## config.mk

```make
export PLATFORM = sky130hd
export DESIGN_NAME = mem_arbiter_flat
export DESIGN_NICKNAME = d
export VERILOG_FILES = /design/src/rtl/mem_arbiter_pkg.sv /design/src/rtl/mem_arbiter_if.sv /design/src/rtl/mem_arbiter_bus_timeout_cnt.sv /design/src/rtl/mem_arbiter.sv /design/src/flat_wrapper.sv
export SDC_FILE = /design/constraint.sdc
export NUM_CORES = 1
export LEC_CHECK = 0
export BUFFER_PORTS_ARGS = -buffer_cell sky130_fd_sc_hd__buf_4
export CAP_MARGIN = 5
export CORE_AREA = 5 5 125 127
export DETAILED_ROUTE_END_ITERATION = 8
export DIE_AREA = 0 0 130 132
export HOLD_SLACK_MARGIN = 0.12
export PLACE_DENSITY = 0.78
export SLEW_MARGIN = 20
export SYNTH_ARGS = -nofsm -noshare
export SYNTH_HDL_FRONTEND = slang
export SYNTH_SLANG_ARGS = --single-unit
```

## constraint.sdc

```tcl
create_clock -name clk -period 5.25 [get_ports clk]
set_input_delay 0 -clock clk [delete_from_list [all_inputs] [get_ports clk]]
set_output_delay 0 -clock clk [all_outputs]
set_load 0.05 [all_outputs]
```

## src/rtl/mem_arbiter_pkg.sv

```systemverilog
// Shared types and constants for the instruction/data memory arbiter.
// The fetch and memory stages share one bus through this arbiter.
`ifndef REG_DATA_BUS
`define REG_DATA_BUS 31:0
`endif

package mem_arbiter_pkg;

  localparam int BUS_DATA_WIDTH = 32;
  localparam int BUS_SEL_WIDTH  = 4;
  localparam int CNT_WIDTH      = 8;

  localparam logic [BUS_SEL_WIDTH-1:0] SEL_ALL = '1;

  typedef enum logic [1:0] {
    ST_IDLE = 2'd0,
    ST_DATA = 2'd1,
    ST_INST = 2'd2
  } arb_state_t;

  // A requester still needs the bus while its enable is up and its access has not completed.
  function automatic logic pending(input logic cen, input logic done);
    return cen & ~done;
  endfunction

endpackage

```

## src/rtl/mem_arbiter_if.sv

```systemverilog
// Bundles the fetch port, data port and shared-bus signals of the arbiter.
// The slave modport is the arbiter's view; the master modport is the surrounding core and memory.
interface mem_arbiter_if;
  import mem_arbiter_pkg::*;

  logic                      if_cen;
  logic [`REG_DATA_BUS]      if_addr;
  logic                      if_hold;
  logic [`REG_DATA_BUS]      if_inst;
  logic                      if_stall_req;

  logic                      mem_cen;
  logic                      mem_wen;
  logic [`REG_DATA_BUS]      mem_addr;
  logic [`REG_DATA_BUS]      mem_sdata;
  logic [BUS_SEL_WIDTH-1:0]  mem_byte_sel;
  logic                      mem_hold;
  logic [`REG_DATA_BUS]      mem_ldata;
  logic                      mem_stall_req;

  logic                      bus_req;
  logic                      bus_wen;
  logic [BUS_DATA_WIDTH-1:0] bus_addr;
  logic [BUS_DATA_WIDTH-1:0] bus_wdata;
  logic [BUS_SEL_WIDTH-1:0]  bus_byte_sel;
  logic                      bus_ack;
  logic [BUS_DATA_WIDTH-1:0] bus_rdata;
  logic                      bus_err;

  modport slave (
    input  if_cen, if_addr, if_hold,
    output if_inst, if_stall_req,
    input  mem_cen, mem_wen, mem_addr, mem_sdata, mem_byte_sel, mem_hold,
    output mem_ldata, mem_stall_req,
    output bus_req, bus_wen, bus_addr, bus_wdata, bus_byte_sel, bus_err,
    input  bus_ack, bus_rdata
  );

  modport master (
    output if_cen, if_addr, if_hold,
    input  if_inst, if_stall_req,
    output mem_cen, mem_wen, mem_addr, mem_sdata, mem_byte_sel, mem_hold,
    input  mem_ldata, mem_stall_req,
    input  bus_req, bus_wen, bus_addr, bus_wdata, bus_byte_sel, bus_err,
    output bus_ack, bus_rdata
  );

endinterface

```

## src/rtl/mem_arbiter_bus_timeout_cnt.sv

```systemverilog
// Bus wait counter: cleared when a transfer is granted, counts cycles without ACK,
// and flags expiry once LIMIT-1 is reached.
module bus_timeout_cnt
  import mem_arbiter_pkg::*;
#(
  parameter int LIMIT = 64
) (
  input  logic clk,
  input  logic rst,
  input  logic clear,
  input  logic enable,
  output logic expired
);

  localparam logic [CNT_WIDTH-1:0] LAST = CNT_WIDTH'(LIMIT - 1);

  logic [CNT_WIDTH-1:0] count_q;
  logic [CNT_WIDTH-1:0] count_d;

  assign expired = (count_q == LAST);

  always_comb begin
    count_d = count_q;
    if (clear) begin
      count_d = '0;
    end else if (enable && !expired) begin
      count_d = count_q + 1'b1;
    end
  end

  always_ff @(posedge clk or posedge rst) begin
    if (rst) begin
      count_q <= '0;
    end else begin
      count_q <= count_d;
    end
  end

endmodule

```

## src/rtl/mem_arbiter.sv

```systemverilog
// Arbitrates the fetch and data stages onto one shared memory bus; data accesses win
// because they belong to the older instruction, and a stuck bus is aborted after a timeout.
module mem_arbiter
  import mem_arbiter_pkg::*;
#(
  parameter int TIMEOUT_CYCLES = 64
) (
  input  logic           clk,
  input  logic           rst,
  mem_arbiter_if.slave   arb
);

  arb_state_t state_q, state_d;

  logic                      if_done_q, if_done_d;
  logic                      data_done_q, data_done_d;
  logic [`REG_DATA_BUS]      if_inst_q, if_inst_d;
  logic [`REG_DATA_BUS]      mem_ldata_q, mem_ldata_d;
  logic                      bus_wen_q, bus_wen_d;
  logic [BUS_DATA_WIDTH-1:0] bus_addr_q, bus_addr_d;
  logic [BUS_DATA_WIDTH-1:0] bus_wdata_q, bus_wdata_d;
  logic [BUS_SEL_WIDTH-1:0]  bus_sel_q, bus_sel_d;
  logic                      bus_err_q, bus_err_d;

  logic if_pend;
  logic data_pend;
  logic busy;
  logic cnt_clear;
  logic cnt_expired;

  assign if_pend   = pending(arb.if_cen, if_done_q);
  assign data_pend = pending(arb.mem_cen, data_done_q);
  assign busy      = (state_q != ST_IDLE);

  bus_timeout_cnt #(
    .LIMIT (TIMEOUT_CYCLES)
  ) u_timeout (
    .clk     (clk),
    .rst     (rst),
    .clear   (cnt_clear),
    .enable  (busy & ~arb.bus_ack),
    .expired (cnt_expired)
  );

  always_comb begin
    state_d     = state_q;
    if_done_d   = if_done_q;
    data_done_d = data_done_q;
    if_inst_d   = if_inst_q;
    mem_ldata_d = mem_ldata_q;
    bus_wen_d   = bus_wen_q;
    bus_addr_d  = bus_addr_q;
    bus_wdata_d = bus_wdata_q;
    bus_sel_d   = bus_sel_q;
    bus_err_d   = bus_err_q;
    cnt_clear   = 1'b0;

    // A completed access stays done while its stage is frozen, so it is never re-issued.
    if (data_done_q && !arb.mem_hold) data_done_d = 1'b0;
    if (if_done_q && !arb.if_hold)    if_done_d   = 1'b0;

    unique case (state_q)
      ST_IDLE: begin
        if (data_pend) begin
          state_d     = ST_DATA;
          cnt_clear   = 1'b1;
          bus_wen_d   = arb.mem_wen;
          bus_addr_d  = arb.mem_addr;
          bus_wdata_d = arb.mem_wen ? arb.mem_sdata : '0;
          bus_sel_d   = arb.mem_wen ? arb.mem_byte_sel : SEL_ALL;
        end else if (if_pend) begin
          state_d     = ST_INST;
          cnt_clear   = 1'b1;
          bus_wen_d   = 1'b0;
          bus_addr_d  = arb.if_addr;
          bus_wdata_d = '0;
          bus_sel_d   = SEL_ALL;
        end
      end

      ST_DATA: begin
        if (arb.bus_ack) begin
          state_d   = ST_IDLE;
          bus_wen_d = 1'b0;
          if (arb.mem_cen) begin
            data_done_d = 1'b1;
            if (!bus_wen_q) mem_ldata_d = arb.bus_rdata;
          end
        end else if (cnt_expired) begin
          state_d     = ST_IDLE;
          bus_wen_d   = 1'b0;
          bus_err_d   = 1'b1;
          data_done_d = 1'b1;
          if (!bus_wen_q) mem_ldata_d = '0;
        end
      end

      ST_INST: begin
        if (arb.bus_ack) begin
          state_d = ST_IDLE;
          if (arb.if_cen) begin
            if_done_d = 1'b1;
            if_inst_d = arb.bus_rdata;
          end
        end else if (cnt_expired) begin
          state_d   = ST_IDLE;
          bus_err_d = 1'b1;
          if_done_d = 1'b1;
          if_inst_d = '0;
        end
      end

      default: state_d = ST_IDLE;
    endcase
  end

  always_ff @(posedge clk or posedge rst) begin
    if (rst) begin
      state_q     <= ST_IDLE;
      if_done_q   <= 1'b0;
      data_done_q <= 1'b0;
      if_inst_q   <= '0;
      mem_ldata_q <= '0;
      bus_wen_q   <= 1'b0;
      bus_addr_q  <= '0;
      bus_wdata_q <= '0;
      bus_sel_q   <= '0;
      bus_err_q   <= 1'b0;
    end else begin
      state_q     <= state_d;
      if_done_q   <= if_done_d;
      data_done_q <= data_done_d;
      if_inst_q   <= if_inst_d;
      mem_ldata_q <= mem_ldata_d;
      bus_wen_q   <= bus_wen_d;
      bus_addr_q  <= bus_addr_d;
      bus_wdata_q <= bus_wdata_d;
      bus_sel_q   <= bus_sel_d;
      bus_err_q   <= bus_err_d;
    end
  end

  assign arb.bus_req       = busy;
  assign arb.bus_wen       = bus_wen_q;
  assign arb.bus_addr      = bus_addr_q;
  assign arb.bus_wdata     = bus_wdata_q;
  assign arb.bus_byte_sel  = bus_sel_q;
  assign arb.bus_err       = bus_err_q;
  assign arb.if_inst       = if_inst_q;
  assign arb.mem_ldata     = mem_ldata_q;
  assign arb.if_stall_req  = if_pend;
  assign arb.mem_stall_req = data_pend;

endmodule

```

## src/flat_wrapper.sv

```systemverilog
// flat-port wrapper written by rule: the top's interface ports become plain ports
module mem_arbiter_flat import mem_arbiter_pkg::*;
#(
  parameter int TIMEOUT_CYCLES = 64
)
  (clk, rst, arb_if_cen, arb_if_addr, arb_if_hold, arb_if_inst, arb_if_stall_req, arb_mem_cen, arb_mem_wen, arb_mem_addr, arb_mem_sdata, arb_mem_byte_sel, arb_mem_hold, arb_mem_ldata, arb_mem_stall_req, arb_bus_req, arb_bus_wen, arb_bus_addr, arb_bus_wdata, arb_bus_byte_sel, arb_bus_err, arb_bus_ack, arb_bus_rdata);
  mem_arbiter_if arb_i ();
  input  logic clk;
  input  logic rst;
  input wire logic [$bits(arb_i.if_cen)-1:0] arb_if_cen;
  input wire logic [$bits(arb_i.if_addr)-1:0] arb_if_addr;
  input wire logic [$bits(arb_i.if_hold)-1:0] arb_if_hold;
  output wire logic [$bits(arb_i.if_inst)-1:0] arb_if_inst;
  output wire logic [$bits(arb_i.if_stall_req)-1:0] arb_if_stall_req;
  input wire logic [$bits(arb_i.mem_cen)-1:0] arb_mem_cen;
  input wire logic [$bits(arb_i.mem_wen)-1:0] arb_mem_wen;
  input wire logic [$bits(arb_i.mem_addr)-1:0] arb_mem_addr;
  input wire logic [$bits(arb_i.mem_sdata)-1:0] arb_mem_sdata;
  input wire logic [$bits(arb_i.mem_byte_sel)-1:0] arb_mem_byte_sel;
  input wire logic [$bits(arb_i.mem_hold)-1:0] arb_mem_hold;
  output wire logic [$bits(arb_i.mem_ldata)-1:0] arb_mem_ldata;
  output wire logic [$bits(arb_i.mem_stall_req)-1:0] arb_mem_stall_req;
  output wire logic [$bits(arb_i.bus_req)-1:0] arb_bus_req;
  output wire logic [$bits(arb_i.bus_wen)-1:0] arb_bus_wen;
  output wire logic [$bits(arb_i.bus_addr)-1:0] arb_bus_addr;
  output wire logic [$bits(arb_i.bus_wdata)-1:0] arb_bus_wdata;
  output wire logic [$bits(arb_i.bus_byte_sel)-1:0] arb_bus_byte_sel;
  output wire logic [$bits(arb_i.bus_err)-1:0] arb_bus_err;
  input wire logic [$bits(arb_i.bus_ack)-1:0] arb_bus_ack;
  input wire logic [$bits(arb_i.bus_rdata)-1:0] arb_bus_rdata;
  assign arb_i.if_cen = arb_if_cen;
  assign arb_i.if_addr = arb_if_addr;
  assign arb_i.if_hold = arb_if_hold;
  assign arb_if_inst = arb_i.if_inst;
  assign arb_if_stall_req = arb_i.if_stall_req;
  assign arb_i.mem_cen = arb_mem_cen;
  assign arb_i.mem_wen = arb_mem_wen;
  assign arb_i.mem_addr = arb_mem_addr;
  assign arb_i.mem_sdata = arb_mem_sdata;
  assign arb_i.mem_byte_sel = arb_mem_byte_sel;
  assign arb_i.mem_hold = arb_mem_hold;
  assign arb_mem_ldata = arb_i.mem_ldata;
  assign arb_mem_stall_req = arb_i.mem_stall_req;
  assign arb_bus_req = arb_i.bus_req;
  assign arb_bus_wen = arb_i.bus_wen;
  assign arb_bus_addr = arb_i.bus_addr;
  assign arb_bus_wdata = arb_i.bus_wdata;
  assign arb_bus_byte_sel = arb_i.bus_byte_sel;
  assign arb_bus_err = arb_i.bus_err;
  assign arb_i.bus_ack = arb_bus_ack;
  assign arb_i.bus_rdata = arb_bus_rdata;
  mem_arbiter #(.TIMEOUT_CYCLES(TIMEOUT_CYCLES)) u_core (.clk(clk), .rst(rst), .arb(arb_i));
endmodule
```

==> flow_summary_export.csv, run 1 <==
group,metric,value,unit
setup_path,setup.worst_path.end,"u_core.arb.bus_wdata[5]",
setup_path,worstPathMaxFanout,37,
power,peakVddDrop,0.0004570,V
clock_tree,path_clk_slew,0.06,ns
logic_synthesis,yosysTopAreaCell,"dfrtp_1",
clock_tree,clock_latency,0.42,ns
power,p_comb_frac,0.525,
timing,post-route-min-period,2.473,ns
clock_tree,cts_buffers,17,
power,pwr-share-seq,0.277,
timing,holdWs,0.1332,ns
route,drtAntennaViolNets,0,
route,wl_per_cell,19.65,um
global_route,grt_start_max_net_pins,93,
setup_path,rr_startpoint,"u_core.data_done_q",
power,p_sw,3.325,mW
timing,rsz0062_at_grt,"false",
final_layout,final_nets,1209,
setup_path,slowest_delay,0.54,ns
route,drc,0,
global_route,overflow,0,
setup_path,critical_path_class,"reg -> reg",
timing,setup_viol,0,
setup_path,path_cells,"nor2b_4 -> buf_4 -> and2_0 -> buf_4 -> nand2_1 -> o21ai_0",
place,hpwl,14710,um
route,vias,6883,
logic_synthesis,synth_top_area_share,0.5447,
die,die_area,17160,um^2
die,pin_count,277,
final_layout,area_growth,62.36,%
route,first_iter_violations,448,
timing,tightest_slew,1.085,ns
die,row_count,44,
timing,finalCritPeriodShare,0.4710,
clock_tree,clock-root-buffer,"clkbuf_16",
power,p_int,3.691,mW
die,die_y,132,um
timing,fmax,0.4044,GHz
clock_tree,cts_sinks,146,
timing,setup_tns,0,ns
setup_path,critPathLaunchType,"flip-flop",
logic_synthesis,synth.distinct_cells,37,
logic_synthesis,synthTopCellsByArea,"dfrtp_1 (54%), a22o_1 (12%), nand2_1 (8.0%), o21ai_0 (7.2%), mux2i_1 (4.8%)",
global_route,antenna_found_initial,1,
setup_path,crit_top_cell,"buf_4",
setup_path,ff2ff_setup_slack,2.78,ns
setup_path,r2r-end,"u_core.arb.bus_wdata[5]",
place,place_congestion,0.8566,
logic_synthesis,netlist_area,6708,um^2
timing,slew_headroom,0.2761,
timing,hold_violations,0,
final_layout,utilization,0.7608,
place,dp_slack,2.923,ns
power,p_clk_frac,0.198,
clock_tree,cts_tree,"yes",
logic_synthesis,syn_area_per_cell,9.923,um^2
timing,drv_slew,0,
setup_path,cp.depth,6,
power,power.total,7.016,mW
clock_tree,clockBufferDepth,2,
hold_path,min_from,"arb_mem_wen",
power,power.density,644.2,nW/um^2
setup_path,critPathBufInv,2,
clock_tree,cts_max_level,4,
power,p_leak,5.319,nW
die,core,14310,um^2
logic_synthesis,syn_nets,821,
place,place.port_buffers,276,
route,viasPerCell,5.454,
setup_path,rr_worst_depth,6,
logic_synthesis,syn_inst,676,
die,initial_core_util,0.4686,
setup_path,arrival,2.77,ns
job,max-cap-violations,0,
setup_path,critical-path-top-delay-family,"buffers and inverters",
logic_synthesis,synth_seq_cells,146,
timing,skew,0.007348,ns
route,drt_pre_antenna_iters,5,
run_status,status,"finished clean",
timing,worst_slack,2.777,ns
setup_path,slowest_stage,"and2_0",
die,chipWidth,130,um
global_route,grt_pass1_vias,7207,
global_route,grtUsageTotal,0.2852,
logic_synthesis,yosysWarnings,0,
logic_synthesis,ys_seq_area_frac,0.5447,
setup_path,required,5.54,ns
power,swShare,0.4740,
global_route,grt_pass1_wl,38410,um
hold_path,worstHoldPathType,"in -> reg",
route,detail_route.wirelength,24800,um
setup_path,setup.worst_path.start,"u_core.data_done_q",
setup_path,end_kind,"flip-flop",
final_layout,layout-drive-gt1-share,0.2971,
==> placed cells by master (no fill, tap or decap), types with 5 or more instances in the layout <==
| cell | n |
|---|---|
| and3_1 | 10 |
| clkbuf_16 | 17 |
| a22o_1 | 89 |
| bufinv_16 | 6 |
| nand2_1 | 143 |
| a221o_1 | 5 |
| dlygate4sd3_1 | 138 |
| dfrtp_1 | 146 |
| nor2_1 | 6 |
| mux2i_1 | 32 |
| inv_1 | 37 |
| ha_1 | 5 |
| o21ai_1 | 10 |
| o21ai_0 | 96 |
| nand3_1 | 8 |
| buf_4 | 283 |
==> sequential cells by signal (all words and copies together) (netlist names) <==
register                  flops
u_core.arb.bus_wdata         32
u_core.arb.bus_byte_sel       4
u_core.arb.bus_addr          32
u_core.state_q                2
u_core.arb.mem_ldata         32
u_core.arb.bus_err            1
u_core.arb.if_inst           32
u_core.arb.bus_wen            1
u_core.u_timeout.count_q      8
u_core.if_done_q              1
u_core.data_done_q            1
==> repair_timing <==
item,in CTS,in global routing
hold buffers,138,0
resized for setup,0,0
endpoints found under the hold margin,225,0
setup buffers,0,0
==> worst reg2reg max path: stages (launching register included) <==
cell	delay, ns
dfrtp_1	0.41
nor2b_4	0.11
buf_4	0.52
and2_0	0.59
buf_4	0.36
nand2_1	0.09
o21ai_0	0.28
==> final cells by class <==
class | count | area [um^2]
Antenna cell | 1 | 2.502
Clock inverter | 10 | 202.7
Sequential cell | 146 | 3654
Timing Repair Buffer | 421 | 3506
Fill cell | 902 | 3423
Inverter | 38 | 147.6
Clock buffer | 22 | 474.2
Multi-Input combinational cell | 440 | 2674
Tap cell | 184 | 230.2
==> per-layer routing <==
metal / vias to the layer above / track usage / part of all wire
li1: 3131 / - / -
met1: 3293 / 0.3275 / 0.37
met2: 363 / 0.4831 / 0.49
met3: 96 / 0.07293 / 0.086
met4: 0 / 0.1524 / 0.054
met5: - / 0 / 0
==> power by group through the flow <==
stage | clock (mW) | combinational, mW | sequential (mW)
after floorplan | 0 | 0.932 | 3.40
final | 1.39 | 3.68 | 1.95
after global placement | 0 | 3.48 | 1.91
after CTS | 1.40 | 3.64 | 1.91
after detailed placement | 0 | 3.54 | 1.91
after global routing | 1.45 | 3.86 | 2.00
==> cells by family (layout without fill, tap and decap cells) <==
group | Yosys count | count (layout) | share of synthesized area
mux | 32 | 32 | 0.04775
fa+ha+maj | 5 | 5 | 0.009327
buf+inv | 90 | 491 | 0.05783
flops | 146 | 146 | 0.5447
simple gates | 186 | 186 | 0.1179
other cells | 0 | 1 | 0
compound gates | 217 | 217 | 0.2225
==> worst min-delay path by stage <==
stage	endpoint	cells after the start	slack, ns
2_1_floorplan	u_core.arb.bus_wdata[12]	2	0.13
3_3_place_gp	u_core.arb.if_inst[0]	2	0.23
3_5_place_dp	u_core.arb.if_inst[3]	2	0.22
4_1_cts	u_core.arb.if_inst[18]	3	0.14
5_1_grt	u_core.arb.if_inst[13]	3	0.18
6_report	u_core.arb.bus_byte_sel[2]	4	0.13
==> metrics by stage <==
step           cells  instance area (um^2)
2_1_floorplan    676                  6708
3_3_place_gp    1091                  8830
3_5_place_dp    1091                  8830
4_1_cts         1261                 10890
5_1_grt         1262                 10890
6_report        1262                 10890
==> cells in the mapped netlist <==
master / n
nor2b_1: 3
and3_1: 10
a21oi_1: 4
o21ai_0: 96
and2b_1: 1
nand2b_1: 1
or3_1: 1
a311o_1: 1
a221o_1: 5
o21ai_1: 10
mux2i_1: 32
ha_1: 5
o22ai_1: 1
buf_4: 1
dfrtp_1: 146
and2_1: 2
clkbuf_1: 24
nor3_1: 4
o21ai_4: 1
and2_0: 1
a21o_1: 3
nor3b_1: 1
a211o_1: 4
buf_6: 2
inv_1: 38
a22o_1: 89
o211ai_1: 2
or2_4: 1
or4_1: 1
nor2_1: 6
buf_2: 25
and2_4: 1
o21bai_1: 1
and4bb_2: 1
nand2_2: 1
nand2_1: 143
nand3_1: 8
Power figures use the tool's default switching activity.
==> inputs of run 2 (changes only) <==
--- a/config.mk
+++ b/config.mk
@@ -5,13 +5,14 @@
 export SDC_FILE = /design/constraint.sdc
 export NUM_CORES = 1
 export LEC_CHECK = 0
+export ABC_AREA = 1
 export BUFFER_PORTS_ARGS = -buffer_cell sky130_fd_sc_hd__buf_4
 export CAP_MARGIN = 5
-export CORE_AREA = 5 5 125 127
+export CORE_AREA = 5 5 129 131
 export DETAILED_ROUTE_END_ITERATION = 8
-export DIE_AREA = 0 0 130 132
+export DIE_AREA = 0 0 134 136
 export HOLD_SLACK_MARGIN = 0.12
-export PLACE_DENSITY = 0.78
+export PLACE_DENSITY = 0.76
 export SLEW_MARGIN = 20
 export SYNTH_ARGS = -nofsm -noshare
 export SYNTH_HDL_FRONTEND = slang
==> constraint.sdc (replaced) <==
create_clock -name clk -period 2.2 [get_ports clk]
set_input_delay 0 -clock clk [delete_from_list [all_inputs] [get_ports clk]]
set_output_delay 0 -clock clk [all_outputs]
set_load 0.05 [all_outputs]
==> flow_summary_export.csv, run 2 <==
group,metric,value,unit
logic_synthesis,synth-edff-count,0,
job,max-cap-violations,0,
setup_path,rr_startpoint,"u_core.u_timeout.count_q[0]",
setup_path,arrival,2.36,ns
hold_path,min_from,"arb_if_cen",
timing,tightest_slew,0.8916,ns
logic_synthesis,syn_area_per_cell,8.634,um^2
setup_path,worstPathMaxFanout,22,
logic_synthesis,async_flop_share,1.000,
die,initial_core_util,0.4261,
route,vias,6926,
place,placed_area,8812,um^2
setup_path,ff2ff_setup_slack,0.19,ns
die,die_area,18220,um^2
setup_path,required,2.55,ns
hold_path,worstHoldPathType,"in -> reg",
logic_synthesis,synth_seq_cells,146,
clock_tree,clock-root-buffer,"clkbuf_16",
die,core,15480,um^2
timing,hold_violations,0,
setup_path,critical_path_class,"reg -> reg",
final_layout,most-common-layout-cells,"buf_4 (287), nand2_1 (236), dfrtp_1 (146)",
route,wl_per_cell,17.01,um
timing,finalCritPeriodShare,0.9125,
hold_path,whs_endpoint,"u_core.arb.if_inst[22]",
timing,setup_tns,0,ns
timing,rsz0062_at_grt,"false",
power,power.total,15.85,mW
place,hpwl,13940,um
clock_tree,clockBufferDepth,2,
route,detail_route.wirelength,23390,um
final_layout,area_growth,64.93,%
global_route,grtUsageTotal,0.2523,
place,place_congestion,0.7862,
die,die_y,136,um
logic_synthesis,syn_nets,909,
final_layout,layout-drive-gt1-share,0.3031,
place,place.port_buffers,276,
route,drtAntennaViolNets,0,
timing,fmax,0.4981,GHz
timing,slew_headroom,0.4056,
clock_tree,cts_buffers,17,
final_layout,fin_area,10880,um^2
timing,skew,0.008100,ns
logic_synthesis,synth.most_common_cell,"nand2_1",
global_route,grt_start_max_net_pins,101,
clock_tree,cts_max_level,4,
final_layout,final_nets,1313,
global_route,grt_pass1_vias,7273,
global_route,antenna_found_initial,1,
timing,post-route-min-period,2.008,ns
power,peakVddDrop,0.0008295,V
logic_synthesis,yosysTopAreaCell,"dfrtp_1",
route,viasPerCell,5.037,
die,chipWidth,134,um
run_status,status,"finished clean",
global_route,grt_pass1_wl,36490,um
clock_tree,path_clk_slew,0.06,ns
timing,worst_slack,0.1924,ns
power,power.density,1456,nW/um^2
setup_path,critPathLaunchType,"flip-flop",
route,first_iter_violations,357,
logic_synthesis,yosysWarnings,0,
setup_path,r2r-end,"u_core.data_done_q",
clock_tree,cts_sinks,146,
route,drt_pre_antenna_iters,7,
place,dp_slack,0.3585,ns
logic_synthesis,synth_top_area_share,0.5539,
timing,holdWs,0.1532,ns
setup_path,end_kind,"flip-flop",
timing,setup_viol,0,
logic_synthesis,netlist_area,6596,um^2
logic_synthesis,ys.flop_type,"dfrtp_1",
clock_tree,cts_setup_buffers,0,
die,row_count,46,
logic_synthesis,ys_seq_area_frac,0.5539,
final_layout,final_common_cell,"buf_4",
hold_path,hold_depth,5,
logic_synthesis,syn_inst,764,
clock_tree,clock_latency,0.41,ns
timing,drv_slew,0,
die,pin_count,277,
global_route,overflow,0,
power,p_leak,5.760,nW
logic_synthesis,synth.distinct_cells,27,
logic_synthesis,synthTopCellsByArea,"dfrtp_1 (55%), nand2_1 (13%), nor2_1 (4.1%), nand3_1 (3.9%), o21a_1 (3.6%)",
setup_path,rr_worst_depth,9,
logic_synthesis,yosys-top-cells-count,"nand2_1 (236), dfrtp_1 (146), nor2_1 (72)",
route,drc,0,
clock_tree,cts_tree,"yes",
-- run 2: layout make-up --
cell class | instances | area (um^2)
fillers | 1068 | 4603
repair buffers | 434 | 3666
flip-flops and latches | 146 | 3654
multi-input cells | 516 | 2505
clock buffers | 23 | 478.0
well taps | 192 | 240.2
inverters | 53 | 202.7
clock inverters | 9 | 128.9
diodes | 2 | 5.005
-- run 2: kinds of logic after synthesis --
logic type                 count (synthesis)  share of synthesized area
DFF                                      146                     0.5539
AOI/OAI and AO/OA                        106                     0.1064
adders and majority gates                  5                   0.009484
buffers and inverters                    102                    0.06980
xor gates and xnor gates                   4                   0.005312
and+or+nand+nor                          401                     0.2551
-- run 2: what timing repair did --
action                                 4_1_cts  5_1_grt
endpoints found under the hold margin      282        0
hold buffers                               143        0
setup endpoints to repair                    0        1
resized for setup                            0        6
-- run 2: worst max path at each step --
| stage | cells past startpoint | slack [ns] | end | start |
|---|---|---|---|---|
| 2_1_floorplan | 1 | 0.37 | u_core.arb.bus_addr[0] | rst |
| 3_5_place_dp | 7 | 0.36 | u_core.arb.bus_addr[11] | u_core.state_q[1] |
| 5_1_grt | 9 | 0.03 | u_core.data_done_q | u_core.u_timeout.count_q[0] |
| 3_3_place_gp | 7 | 0.41 | u_core.arb.bus_addr[11] | u_core.state_q[0] |
| 4_1_cts | 9 | 0.03 | u_core.data_done_q | u_core.u_timeout.count_q[0] |
| 6_report | 9 | 0.19 | u_core.data_done_q | u_core.u_timeout.count_q[0] |
-- run 2: power breakdown --
group / switching [mW] / internal [mW] / total (mW)
logic: 5.96 / 2.52 / 8.47
registers: 0.653 / 3.74 / 4.40
clock network: 1.11 / 1.87 / 2.98
-- run 2: metal layers --
| metal | GRT usage | wire length [um] | vias up |
|---|---|---|---|
| met5 | 0 | 0 | - |
| met4 | 0.1143 | 752 | 0 |
| met3 | 0.07772 | 2039 | 64 |
| met2 | 0.4329 | 11560 | 322 |
| met1 | 0.2908 | 9040 | 3277 |
| li1 | - | - | 3263 |
-- run 2: critical path, cell delays in order (launching register included) --
cell and delay [ns]:
dfrtp_1 0.38, ha_2 0.22, nand3_2 0.13, inv_2 0.08
nand2_2 0.10, nand2_8 0.14, buf_12 0.17, nand2_1 0.06
o21ai_1 0.12, dlygate4sd3_1 0.55
-- run 2: per-stage QoR --
step	std cells	utilization
after floorplan	764	-
after global placement	1198	0.5692
after detailed placement	1198	0.5692
after CTS	1373	0.7008
after global routing	1374	0.7025
final	1375	0.7027
